[src/rtl/riscv_pkg.sv]
// Shared fetch-stage types: PC/instruction widths, bubble encoding, fetch FSM states, queue entry.
// Latency: none (types and a pure helper function only).
// Backpressure: not applicable.
package riscv_pkg;

  localparam int PC_W    = 8;
  localparam int INSTR_W = 16;

  // Encoding decode treats as a no-op when nothing valid is presented.
  localparam logic [INSTR_W-1:0] BUBBLE_INSTR = 16'h0001;

  // IDLE: nothing outstanding. WAIT: outstanding, response is wanted.
  // DISCARD: outstanding, response belongs to a flushed path and is dropped.
  typedef enum logic [1:0] {
    IDLE    = 2'd0,
    WAIT    = 2'd1,
    DISCARD = 2'd2
  } fetch_state_e;

  typedef struct packed {
    logic [PC_W-1:0]    pc;
    logic [INSTR_W-1:0] instr;
  } fetch_entry_t;

  // Sequential fetch address; wraps naturally at the top of the PC space.
  function automatic logic [PC_W-1:0] pc_next(input logic [PC_W-1:0] pc);
    return pc + PC_W'(1);
  endfunction

endpackage

[src/rtl/fetch_queue.sv]
// Prefetch FIFO holding {pc, instr} entries with a flush that empties it in one cycle.
// Latency: a pushed entry is visible at the head the cycle after the push.
// Backpressure: none internally; the caller must never push when full, pop is ignored when empty.
module fetch_queue
  import riscv_pkg::*;
#(
  parameter int DEPTH = 4
) (
  input  logic                     clock,
  input  logic                     reset,
  input  logic                     push_i,
  input  fetch_entry_t             push_dat_i,
  input  logic                     pop_i,
  input  logic                     flush_i,
  output logic [$clog2(DEPTH):0]   count_o,
  output logic                     head_vld_o,
  output fetch_entry_t             head_dat_o
);

  localparam int PTR_W = $clog2(DEPTH);
  localparam int CNT_W = $clog2(DEPTH) + 1;

  fetch_entry_t         mem_q [DEPTH];
  logic [PTR_W-1:0]     rd_ptr_q;
  logic [PTR_W-1:0]     wr_ptr_q;
  logic [CNT_W-1:0]     count_q;
  logic                 do_pop;

  assign do_pop     = pop_i && (count_q != '0);
  assign count_o    = count_q;
  assign head_vld_o = (count_q != '0);
  assign head_dat_o = mem_q[rd_ptr_q];

  // Pointer and occupancy bookkeeping; flush discards everything, including same-cycle push/pop.
  always_ff @(posedge clock or posedge reset) begin
    if (reset) begin
      rd_ptr_q <= '0;
      wr_ptr_q <= '0;
      count_q  <= '0;
    end else if (flush_i) begin
      rd_ptr_q <= '0;
      wr_ptr_q <= '0;
      count_q  <= '0;
    end else begin
      if (push_i) wr_ptr_q <= wr_ptr_q + PTR_W'(1);
      if (do_pop) rd_ptr_q <= rd_ptr_q + PTR_W'(1);
      case ({push_i, do_pop})
        2'b10:   count_q <= count_q + CNT_W'(1);
        2'b01:   count_q <= count_q - CNT_W'(1);
        default: count_q <= count_q;
      endcase
    end
  end

  // Entry storage; contents need no reset because occupancy gates visibility.
  always_ff @(posedge clock) begin
    if (push_i && !flush_i) mem_q[wr_ptr_q] <= push_dat_i;
  end

endmodule

[src/rtl/instr_fetch_unit.sv]
// Instruction fetch: one-outstanding memory requester feeding a prefetch queue toward decode.
// Latency: fetch-to-decode is memory latency + 1 cycle; redirect flushes and refetches next cycle.
// Backpressure: id_ready low holds the head; requests stop once the queue is full.
module instr_fetch_unit
  import riscv_pkg::*;
#(
  parameter int              DEPTH    = 4,
  parameter logic [PC_W-1:0] RESET_PC = 8'h00
) (
  input  logic               clock,
  input  logic               reset,
  output logic               imem_req,
  output logic [PC_W-1:0]    imem_addr,
  input  logic               imem_rvalid,
  input  logic [INSTR_W-1:0] imem_rdata,
  input  logic               redirect_valid,
  input  logic [PC_W-1:0]    redirect_pc,
  output logic               id_valid,
  input  logic               id_ready,
  output logic [INSTR_W-1:0] id_instr,
  output logic [PC_W-1:0]    id_pc
);

  localparam int             CNT_W     = $clog2(DEPTH) + 1;
  localparam logic [CNT_W-1:0] DEPTH_CNT = CNT_W'(DEPTH);

  fetch_state_e     state_q;
  logic [PC_W-1:0]  fetch_pc_q;
  logic [PC_W-1:0]  req_pc_q;

  logic [CNT_W-1:0] count;
  logic             head_vld;
  fetch_entry_t     head_dat;
  fetch_entry_t     push_entry;
  logic             fetch_req;
  logic             rsp_push;
  logic             id_pop;

  // Request/push/pop decode. The request must see this cycle's redirect and reset, so it is
  // combinational; counting only completed entries is safe because at most one is in flight.
  always_comb begin
    fetch_req = (state_q == IDLE) && (count < DEPTH_CNT) && !redirect_valid && !reset;
    rsp_push  = (state_q == WAIT) && imem_rvalid && !redirect_valid;
    id_pop    = head_vld && id_ready;
  end

  assign imem_req   = fetch_req;
  assign imem_addr  = fetch_pc_q;
  assign push_entry = '{pc: req_pc_q, instr: imem_rdata};

  // Fetch FSM with fetch/request PC tracking. A response arriving together with a redirect
  // completes the outstanding request, so the FSM returns to IDLE instead of waiting for
  // a response that has already come back.
  always_ff @(posedge clock or posedge reset) begin
    if (reset) begin
      state_q    <= IDLE;
      fetch_pc_q <= RESET_PC;
      req_pc_q   <= RESET_PC;
    end else begin
      unique case (state_q)
        IDLE: begin
          if (fetch_req) begin
            state_q    <= WAIT;
            req_pc_q   <= fetch_pc_q;
            fetch_pc_q <= pc_next(fetch_pc_q);
          end
        end
        WAIT: begin
          if (imem_rvalid)         state_q <= IDLE;
          else if (redirect_valid) state_q <= DISCARD;
        end
        DISCARD: begin
          if (imem_rvalid) state_q <= IDLE;
        end
        default: state_q <= IDLE;
      endcase
      if (redirect_valid) fetch_pc_q <= redirect_pc;
    end
  end

  fetch_queue #(
    .DEPTH(DEPTH)
  ) u_fetch_queue (
    .clock     (clock),
    .reset     (reset),
    .push_i    (rsp_push),
    .push_dat_i(push_entry),
    .pop_i     (id_pop),
    .flush_i   (redirect_valid),
    .count_o   (count),
    .head_vld_o(head_vld),
    .head_dat_o(head_dat)
  );

  assign id_valid = head_vld;
  assign id_instr = head_vld ? head_dat.instr : BUBBLE_INSTR;
  assign id_pc    = head_vld ? head_dat.pc    : '0;

endmodule
[config.mk]
export PLATFORM = sky130hd
export DESIGN_NAME = instr_fetch_unit
export DESIGN_NICKNAME = d
export VERILOG_FILES = /design/src/rtl/riscv_pkg.sv /design/src/rtl/fetch_queue.sv /design/src/rtl/instr_fetch_unit.sv
export SDC_FILE = /design/constraint.sdc
export NUM_CORES = 1
export LEC_CHECK = 0
export BUFFER_PORTS_ARGS = -buffer_cell sky130_fd_sc_hd__buf_4
export CAP_MARGIN = 25
export CELL_PAD_IN_SITES_DETAIL_PLACEMENT = 1
export CELL_PAD_IN_SITES_GLOBAL_PLACEMENT = 2
export CORE_ASPECT_RATIO = 0.75
export CORE_MARGIN = 10
export CORE_UTILIZATION = 38
export DETAILED_ROUTE_END_ITERATION = 10
export PLACE_DENSITY = 0.86
export SLEW_MARGIN = 20
export SYNTH_ARGS = -nofsm -noshare
export SYNTH_HDL_FRONTEND = slang
export SYNTH_SLANG_ARGS = --single-unit
[constraint.sdc]
create_clock -name clock -period 1.9 [get_ports clock]
set_clock_uncertainty 0.05 [all_clocks]
set_input_delay 0.38 -clock clock [delete_from_list [all_inputs] [get_ports clock]]
set_output_delay 0.38 -clock clock [all_outputs]
set_load 0.01 [all_outputs]
==> results of run 1 <==
[cell type report]
type / instances / area, sq um
flip-flops and latches: 121 / 3513
inverters: 4 / 15.01
fillers: 1169 / 5773
repair buffers: 99 / 923.4
multi-input cells: 136 / 1413
well taps: 166 / 207.7
clock inverters: 13 / 148.9
clock buffers: 19 / 442.9
[per-layer routing]
metal  track usage, %  wire, um  share of wire (%)
met1            16.36      5012                 44
met2            20.07      5530                 48
met3            5.490       769                6.7
met4            4.082       142                1.2
met5                0         0                  0
[per-stage QoR]
stage	cells	util, %	hold slack, ns	worst slack (ns)
after floorplan	274	-	0.3573	-0.001283
after global placement	511	46.28	0.2646	0.03349
after detailed placement	511	46.28	0.2736	-0.02227
after CTS	554	53.42	0.07854	-0.4312
after global routing	558	53.58	0.09288	-0.4904
final	558	53.58	0.09476	-0.4325
[registers in the layout, summed over array words and instances, names as in the netlist]
register and cells:
req_pc_q 8, u_fetch_queue.mem_q 96, u_fetch_queue.wr_ptr_q 2, u_fetch_queue.count_o 3, imem_addr 8, state_q 2, u_fetch_queue.rd_ptr_q 2
[what timing repair did]
item                                   CTS  global route
setup buffers                            8             6
hold buffers                             1             0
gates resized for setup                 48             9
pin swaps                               10             4
endpoints found under the hold margin    4             0
gates cloned                             2             0
setup endpoints to repair               27            27
[worst register-to-register path: cells and delay by family, from the launching register on]
family          cells  cell delay (ns)
buf+inv             1             0.15
compound gates      2             0.33
flops               1             0.43
simple gates        3             0.44
fa+ha+maj           1             0.38
[Yosys cell counts, types with 3 or more instances]
master and number:
clkbuf_1 7, xor2_1 8, a21oi_1 4, nand3_1 4, nand2_1 13, o21ai_0 10
and2_1 28, edfxtp_1 96, mux4_2 24, inv_1 4, xnor2_1 3, nor3_1 3
nor2_1 7, mux2_2 8, dfrtp_1 25, buf_2 4, ha_1 5
[how the worst max path moves through the flow]
| stage | start | end | slack, ns | cells after the start |
|---|---|---|---|---|
| after floorplan | u_fetch_queue.count_o[1] | u_fetch_queue.count_o[2] | -0.001 | 6 |
| after global placement | u_fetch_queue.rd_ptr_q[0] | id_pc[3] | 0.03 | 4 |
| after detailed placement | imem_rvalid | u_fetch_queue.count_o[2] | -0.02 | 8 |
| after CTS | u_fetch_queue.rd_ptr_q[0] | id_pc[3] | -0.43 | 5 |
| after global routing | u_fetch_queue.rd_ptr_q[0] | id_instr[9] | -0.49 | 5 |
| final | u_fetch_queue.rd_ptr_q[0] | id_instr[9] | -0.43 | 5 |
[where the power goes]
part / switching, uW / internal, uW / total (uW)
logic: 567 / 781 / 1350
clock network: 1190 / 1980 / 3170
registers: 165 / 3070 / 3230
total: 1930 / 5830 / 7750
[kinds of logic (layout without fill, tap and decap cells)]
family          after synthesis  in the layout  share of synthesized area, %
fa+ha+maj                     6              6                         1.686
buf+inv                      17            135                         1.558
xor+xnor                     11             11                         1.967
mux                          34             34                         13.29
simple gates                 70             70                         8.278
compound gates               15             15                         1.584
flops                       121            121                         71.64
==> flow_metrics.env, run 1 <==
export IMPL_finalCritPeriodShare_pct=122.8
export IMPL_worstPathBufferInverterCount=3
export IMPL_yosys_area_top_type="edfxtp_1"
export IMPL_report_final_slew_viol_count=0
export IMPL_synth_ff_type="edfxtp_1"
export IMPL_first_iter_violations=154
export IMPL_hp_class="input port to flip-flop"
export IMPL_setup_worst_path_end_class="output pin"
export IMPL_critPathTopFamily="multiplexers"
export IMPL_drt_first_pass_iters=4
export IMPL_drive_gt1_share_pct=49.23
export IMPL_area_growth_pct=36.08
export IMPL_antenna_left=0
export IMPL_r2r_cells=7
export IMPL_routedWlPerCell_um=20.53
export IMPL_crit_arrival_ns=1.90
export IMPL_finalHoldViolCount=0
export IMPL_ys_seq_elements=121
export IMPL_hold_path_cell_count=2
export IMPL_crit_top_cell="buf_12"
export IMPL_portBuffers=62
export IMPL_gp_congestion=0.7555
export IMPL_vias=2781
export IMPL_ys_types=33
export IMPL_power_leakage_uw=0.002469
export IMPL_nets=414
export IMPL_period_needed_ns=2.332
export IMPL_rrSetupSlack_ns=-0.01
export IMPL_die_x_um=151.1
export IMPL_cts_buffers=17
export IMPL_cts_tree="yes"
export IMPL_violations="negative setup slack"
export IMPL_syn_inst=274
export IMPL_die_h_um=118.3
export IMPL_design_area_sq_mm=0.006664
export IMPL_tns_ns=-9.393
export IMPL_totalWireLength_um=11450
export IMPL_antenna_found_initial=0
export IMPL_synth_area_leaders="edfxtp_1 (59%), dfrtp_1 (13%), mux4_2 (11%)"
export IMPL_clock_sinks=121
export IMPL_drc_errors=0
export IMPL_clk_latency_ns=0.41
export IMPL_rr_startpoint="u_fetch_queue.count_o[2]"
export IMPL_grt_pass1_vias=3199
export IMPL_gr_usage_all_layers_pct=13.06
export IMPL_status="complete, but fails checks"
export IMPL_cpMaxStageDelayCell="mux4_2"
export IMPL_synth_avg_cell_area_sq_um=17.87
export IMPL_p_per_area_mw_per_mm2=1163
export IMPL_worstSetupPathType="flip-flop to output pin"
export IMPL_synth_edff_count=96
export IMPL_path_clk_slew_ns=0.06
export IMPL_coreArea_sq_mm=0.01244
export IMPL_cp_cell_sequence="buf_12, buf_12, mux4_2, and2_4, buf_6"
export IMPL_row_count=35
export IMPL_irDropWorstVdd_v=0.0007724
export IMPL_place_area_sq_mm=0.005756
export IMPL_start_util_pct=39.38
export IMPL_ys_warn_count=0
export IMPL_reg2reg_to="u_fetch_queue.count_o[2]"
export IMPL_critPathMaxStageDelay_ns=0.50
export IMPL_rsz0062_at_grt="true"
export IMPL_grt_max_degree=27
export IMPL_synth_seq_area_share_pct=71.64
export IMPL_clock_path_buffers=2
export IMPL_startpoint_type="flip-flop"
export IMPL_n_antenna_cell=0
export IMPL_overflow=0
export IMPL_layout_common_cells="edfxtp_1 (96), buf_4 (69), mux4_2 (24), buf_6 (22), dfrtp_1 (21)"
export IMPL_worst_pin_slew_ns=0.4048
export IMPL_finalSetupViolCount=26
export IMPL_total_power_uw=7752
export IMPL_relSlewSlack_pct=73.02
export IMPL_ys_async_sr_fraction_pct=20.66
export IMPL_holdPathEnd="state_q[1]"
export IMPL_die_area_sq_mm=0.01788
export IMPL_syn_num_nets=309
export IMPL_grt_pass1_wl_um=17880
export IMPL_dp_hpwl_um=7037
export IMPL_synth_top_area_share_pct=58.87
export IMPL_io_pin_count=63
export IMPL_worstHoldStart="imem_rvalid"
export IMPL_fmax_mhz=428.7
export IMPL_viasPerCell=4.984
export IMPL_crit_required_ns=1.47
export IMPL_max_cap_violations=0
export IMPL_fin_ws_ns=-0.4325
export IMPL_syn_area_sq_mm=0.004897
export IMPL_mostFrequentLayoutCell="edfxtp_1"
export IMPL_cts_htree_levels=4
export IMPL_worstPathMaxFanout=6
export IMPL_root_buffer="clkbuf_16"
No activity file was read; power rests on OpenSTA's default activity.
==> inputs of run 2 (changes only) <==
--- a/config.mk
+++ b/config.mk
@@ -14,6 +14,7 @@
 export CORE_UTILIZATION = 38
 export DETAILED_ROUTE_END_ITERATION = 10
 export PLACE_DENSITY = 0.86
+export REMOVE_ABC_BUFFERS = 1
 export SLEW_MARGIN = 20
 export SYNTH_ARGS = -nofsm -noshare
 export SYNTH_HDL_FRONTEND = slang
==> flow_metrics.env, run 2 (same netlist as run 1, synthesis figures left out) <==
export IMPL_status="complete, but fails checks"
export IMPL_violations="negative setup slack"
export IMPL_design_area_sq_mm=0.006686
export IMPL_setup_worst_path_end_class="output pin"
export IMPL_antenna_found_initial=0
export IMPL_power_leakage_uw=0.002488
export IMPL_grt_pass1_wl_um=18070
export IMPL_grt_pass1_vias=3124
export IMPL_crit_arrival_ns=1.89
export IMPL_largest_reg_flops=96
export IMPL_rr_startpoint="u_fetch_queue.count_o[2]"
export IMPL_irDropWorstVdd_v=0.0007174
export IMPL_crit_required_ns=1.47
export IMPL_mostFrequentLayoutCell="edfxtp_1"
export IMPL_clock_sinks=121
export IMPL_die_h_um=118.3
export IMPL_hold_ws_ns=0.1053
export IMPL_max_cap_violations=0
export IMPL_grt_use_met3_pct=5.032
export IMPL_met2_usage_pct=21.00
export IMPL_fin_cells=560
export IMPL_gp_congestion=0.7643
export IMPL_holdPathEnd="state_q[1]"
export IMPL_dp_slack_ns=-0.04542
export IMPL_viasPerCell=4.979
export IMPL_grt_max_degree=27
export IMPL_drc_errors=0
export IMPL_p_per_area_mw_per_mm2=1167
export IMPL_worstPathMaxFanout=6
export IMPL_report_final_slew_viol_count=0
export IMPL_vias=2788
export IMPL_r2r_cells=7
export IMPL_total_power_uw=7801
export IMPL_finalHoldViolCount=0
export IMPL_routedWlPerCell_um=21.02
export IMPL_dp_hpwl_um=7177
export IMPL_worstHoldStart="imem_rvalid"
export IMPL_finalCritPeriodShare_pct=122.2
export IMPL_rsz0062_at_grt="true"
export IMPL_fin_ws_ns=-0.4209
export IMPL_gr_usage_all_layers_pct=13.34
export IMPL_area_growth_pct=36.54
export IMPL_n_antenna_cell=0
export IMPL_rrSetupSlack_ns=-0.06
export IMPL_cts_buffers=17
export IMPL_clock_path_buffers=2
export IMPL_root_buffer="clkbuf_16"
export IMPL_hold_path_cell_count=2
export IMPL_grtUsageMet1_pct=16.58
export IMPL_dpl_cell_count=510
export IMPL_first_iter_violations=149
export IMPL_worstSetupPathType="flip-flop to output pin"
export IMPL_layout_common_cells="edfxtp_1 (96), buf_4 (66), buf_6 (26), mux4_2 (24), dfrtp_1 (22)"
export IMPL_cts_tree="yes"
export IMPL_relSlewSlack_pct=77.31
export IMPL_path_clk_slew_ns=0.05
export IMPL_die_x_um=151.1
export IMPL_totalWireLength_um=11770
export IMPL_reg2reg_to="u_fetch_queue.count_o[2]"
export IMPL_die_area_sq_mm=0.01788
export IMPL_place_area_sq_mm=0.005768
export IMPL_finalSetupViolCount=26
export IMPL_period_needed_ns=2.321
export IMPL_regMostFlops="u_fetch_queue.mem_q"
export IMPL_startpoint_type="flip-flop"
export IMPL_worstSetupStartpoint="u_fetch_queue.rd_ptr_q[0]"
export IMPL_antenna_left=0
export IMPL_coreArea_sq_mm=0.01244
export IMPL_fmax_mhz=430.9
export IMPL_row_count=35
export IMPL_cts_htree_levels=4
export IMPL_start_util_pct=39.38
export IMPL_drive_gt1_share_pct=48.98
export IMPL_io_pin_count=63
export IMPL_portBuffers=62
export IMPL_grt_busiest_layer="met2"
export IMPL_nets=416
export IMPL_hp_class="input port to flip-flop"
export IMPL_clk_latency_ns=0.41
export IMPL_overflow=0
export IMPL_worst_pin_slew_ns=0.3404
export IMPL_drt_first_pass_iters=4
## run 2: cell types whose count changed in the layout (fill, tap and decap cells not counted), sizes merged
cell      delta
buf          +2
bufinv       +1
clkinv       +1
clkinvlp     -1
inv          -1
## run 2: final cells by class
type | count | area (sq um)
Fill cell | 1159 | 5751
Sequential cell | 121 | 3512
Multi-Input combinational cell | 136 | 1406
Timing Repair Buffer | 101 | 958.4
Clock buffer | 19 | 432.9
Tap cell | 166 | 207.7
Clock inverter | 13 | 153.9
Inverter | 4 | 15.01
## run 2: worst max-delay path by stage
stage | end | slack (ns) | cells past startpoint
after global placement | id_instr[1] | -0.002 | 4
after floorplan | id_instr[0] | -0.59 | 2
after detailed placement | id_pc[4] | -0.05 | 4
after CTS | id_instr[8] | -0.43 | 5
final | id_instr[14] | -0.42 | 5
after global routing | id_instr[0] | -0.48 | 4
## run 2: what timing repair did
item	CTS	global route
buffers inserted	11	7
gates cloned	1	0
hold buffers	1	0
endpoints found under the hold margin	2	0
gates resized for setup	47	16
setup endpoints to repair	27	27
pin swaps	2	15
## run 2: report_power, final
group / internal [uW] / total [uW] / switching [uW]
Clock: 2050 / 3200 / 1150
Combinational: 803 / 1370 / 567
Sequential: 3070 / 3230 / 164
## run 2: layer usage
metal	up-vias	wire, um
met2	77	5703
met5	-	0
met3	22	703
met4	0	201
li1	1258	-
met1	1431	5160
## run 2: critical path, stage by stage (launching register included)
cell and delay (ns):
dfrtp_2 0.42, buf_6 0.14, buf_12 0.12, mux4_2 0.52, and2_4 0.16, buf_6 0.11
## run 2: per-stage QoR
stage / util (%) / TNS, ns
2_1_floorplan: - / -11.69
3_3_place_gp: 46.38 / -0.002043
3_5_place_dp: 46.38 / -0.3342
4_1_cts: 53.27 / -9.676
5_1_grt: 53.76 / -10.78
6_report: 53.76 / -9.035
==> inputs of run 3 (changes only) <==
--- a/config.mk
+++ b/config.mk
@@ -9,7 +9,6 @@
 export CAP_MARGIN = 25
 export CELL_PAD_IN_SITES_DETAIL_PLACEMENT = 1
 export CELL_PAD_IN_SITES_GLOBAL_PLACEMENT = 2
-export CORE_ASPECT_RATIO = 0.75
 export CORE_MARGIN = 10
 export CORE_UTILIZATION = 38
 export DETAILED_ROUTE_END_ITERATION = 10
==> flow_metrics.env, run 3 (same netlist as run 1, synthesis figures left out) <==
export IMPL_status="complete, but fails checks"
export IMPL_violations="negative setup slack"
export IMPL_coreArea_sq_mm=0.01262
export IMPL_clkPwrFrac_pct=40.3
export IMPL_dp_hpwl_um=7352
export IMPL_vias=2741
export IMPL_finalCritPeriodShare_pct=119.1
export IMPL_mostFrequentLayoutCell="edfxtp_1"
export IMPL_die_x_um=133.5
export IMPL_clock_sinks=121
export IMPL_worstPathMaxFanout=3
export IMPL_cts_htree_levels=4
export IMPL_overflow=0
export IMPL_finalHoldViolCount=0
export IMPL_fmax_mhz=441.8
export IMPL_portBuffers=62
export IMPL_area_growth_pct=36.51
export IMPL_cts_tree="yes"
export IMPL_die_h_um=133.5
export IMPL_period_needed_ns=2.263
export IMPL_fin_ws_ns=-0.3632
export IMPL_p_sw_share_pct=24.56
export IMPL_power_leakage_uw=0.002472
export IMPL_path_clk_slew_ns=0.06
export IMPL_grt_pass1_wl_um=17970
export IMPL_n_antenna_cell=0
export IMPL_totalWireLength_um=11260
export IMPL_report_final_slew_viol_count=0
export IMPL_grt_max_degree=26
export IMPL_hp_class="input port to flip-flop"
export IMPL_drive_gt1_share_pct=50.77
export IMPL_setup_worst_path_end_class="output pin"
export IMPL_cts_buffers=17
export IMPL_worstSetupPathType="flip-flop to output pin"
export IMPL_gr_usage_all_layers_pct=13.06
export IMPL_die_area_sq_mm=0.01783
export IMPL_row_count=41
export IMPL_clk_latency_ns=0.42
export IMPL_antenna_found_initial=0
export IMPL_irDropWorstVdd_v=0.0005910
export IMPL_switchingPower_uw=1888
export IMPL_p_per_area_mw_per_mm2=1150
export IMPL_grt_pass1_vias=3270
export IMPL_crit_arrival_ns=1.83
export IMPL_drt_first_pass_iters=4
export IMPL_finalSetupViolCount=26
export IMPL_rsz0062_at_grt="true"
export IMPL_max_cap_violations=0
export IMPL_total_power_uw=7686
export IMPL_n_fill_cell=1208
export IMPL_viasPerCell=4.860
export IMPL_tns_ns=-7.886
export IMPL_clock_path_buffers=2
export IMPL_antenna_left=0
export IMPL_regMostFlops="u_fetch_queue.mem_q"
export IMPL_gp_congestion=0.7368
export IMPL_nets=414
export IMPL_routedWlPerCell_um=19.96
export IMPL_start_util_pct=38.81
export IMPL_pwr_share_seq_pct=42.0
export IMPL_crit_required_ns=1.47
export IMPL_largest_reg_flops=96
export IMPL_root_buffer="clkbuf_16"
export IMPL_relSlewSlack_pct=74.91
export IMPL_startpoint_type="flip-flop"
export IMPL_io_pin_count=63
export IMPL_p_int_uw=5799
export IMPL_first_iter_violations=190
export IMPL_layout_common_cells="edfxtp_1 (96), buf_4 (64), buf_6 (27), mux4_2 (24)"
export IMPL_drc_errors=0
export IMPL_power_frac_comb_pct=17.7
export IMPL_worst_pin_slew_ns=0.3764
==> run 3: changes by cell type in the layout (fill, tap and decap cells not counted), sizes merged <==
cell	delta
clkinvlp	+3
buf	-2
clkbuf	-2
clkinv	-2
inv	+2
bufinv	-1
==> run 3: final cells by class <==
| cell class | count | area (sq um) | share of cell area [%] |
|---|---|---|---|
| Clock buffer | 17 | 425.4 | 6.363 |
| Clock inverter | 15 | 151.4 | 2.265 |
| Inverter | 4 | 15.01 | 0.2246 |
| Multi-Input combinational cell | 136 | 1433 | 21.43 |
| Sequential cell | 121 | 3511 | 52.52 |
| Tap cell | 172 | 215.2 | 3.219 |
| Timing Repair Buffer | 99 | 934.6 | 13.98 |
==> run 3: power by group through the flow <==
stage	Sequential (uW)	Clock, uW	Combinational (uW)
after global routing	3250	3280	1480
after global placement	3250	0	1040
final	3230	3100	1360
after CTS	3230	3160	1320
after floorplan	3270	0	496
after detailed placement	3280	0	1070
==> run 3: final timing paths <==
kind,from,to,slack [ns],cells past startpoint
min in group asynchronous,reset,state_q[0],0.55,4
max in group asynchronous,reset,u_fetch_queue.rd_ptr_q[0],0.97,4
worst max register to register,u_fetch_queue.count_o[2],u_fetch_queue.count_o[2],0.02,7
worst min-delay path,imem_rvalid,state_q[1],0.1,2
worst min register to register,req_pc_q[5],u_fetch_queue.mem_q[2][21],0.48,0
worst max-delay path,u_fetch_queue.rd_ptr_q[0],id_instr[0],-0.36,4
==> run 3: routing by layer <==
layer  global-route usage (%)  part of all wire [%]
met1                    14.37                    41
met5                        0                     0
met3                    4.624                   4.5
met2                    22.80                    53
met4                    4.595                   1.3
==> run 3: stage by stage <==
stage | cells | worst slack [ns] | area [sq um] | utilization [%] | hold slack (ns)
6_report | 564 | -0.3632 | 6685 | 52.97 | 0.09709
5_1_grt | 564 | -0.4314 | 6685 | 52.97 | 0.08902
4_1_cts | 557 | -0.3894 | 6584 | 52.17 | 0.08204
3_5_place_dp | 518 | -0.005727 | 5766 | 45.69 | 0.4389
3_3_place_gp | 518 | 0.03219 | 5766 | 45.69 | 0.4329
2_1_floorplan | 261 | -0.5910 | 4836 | - | 0.3573
==> run 3: what timing repair did <==
action	in CTS	in global routing
endpoints found under the setup margin	27	27
hold buffers	1	0
cloned	0	0
gates resized for setup	56	14
hold endpoints to repair	25	0
buffers inserted	6	7
pin swaps	24	6
==> run 3: worst max-delay path, cell delays in order (launching register included) <==
cell	delay, ns
dfrtp_2	0.43
buf_4	0.14
mux4_2	0.48
or2_4	0.24
buf_4	0.14
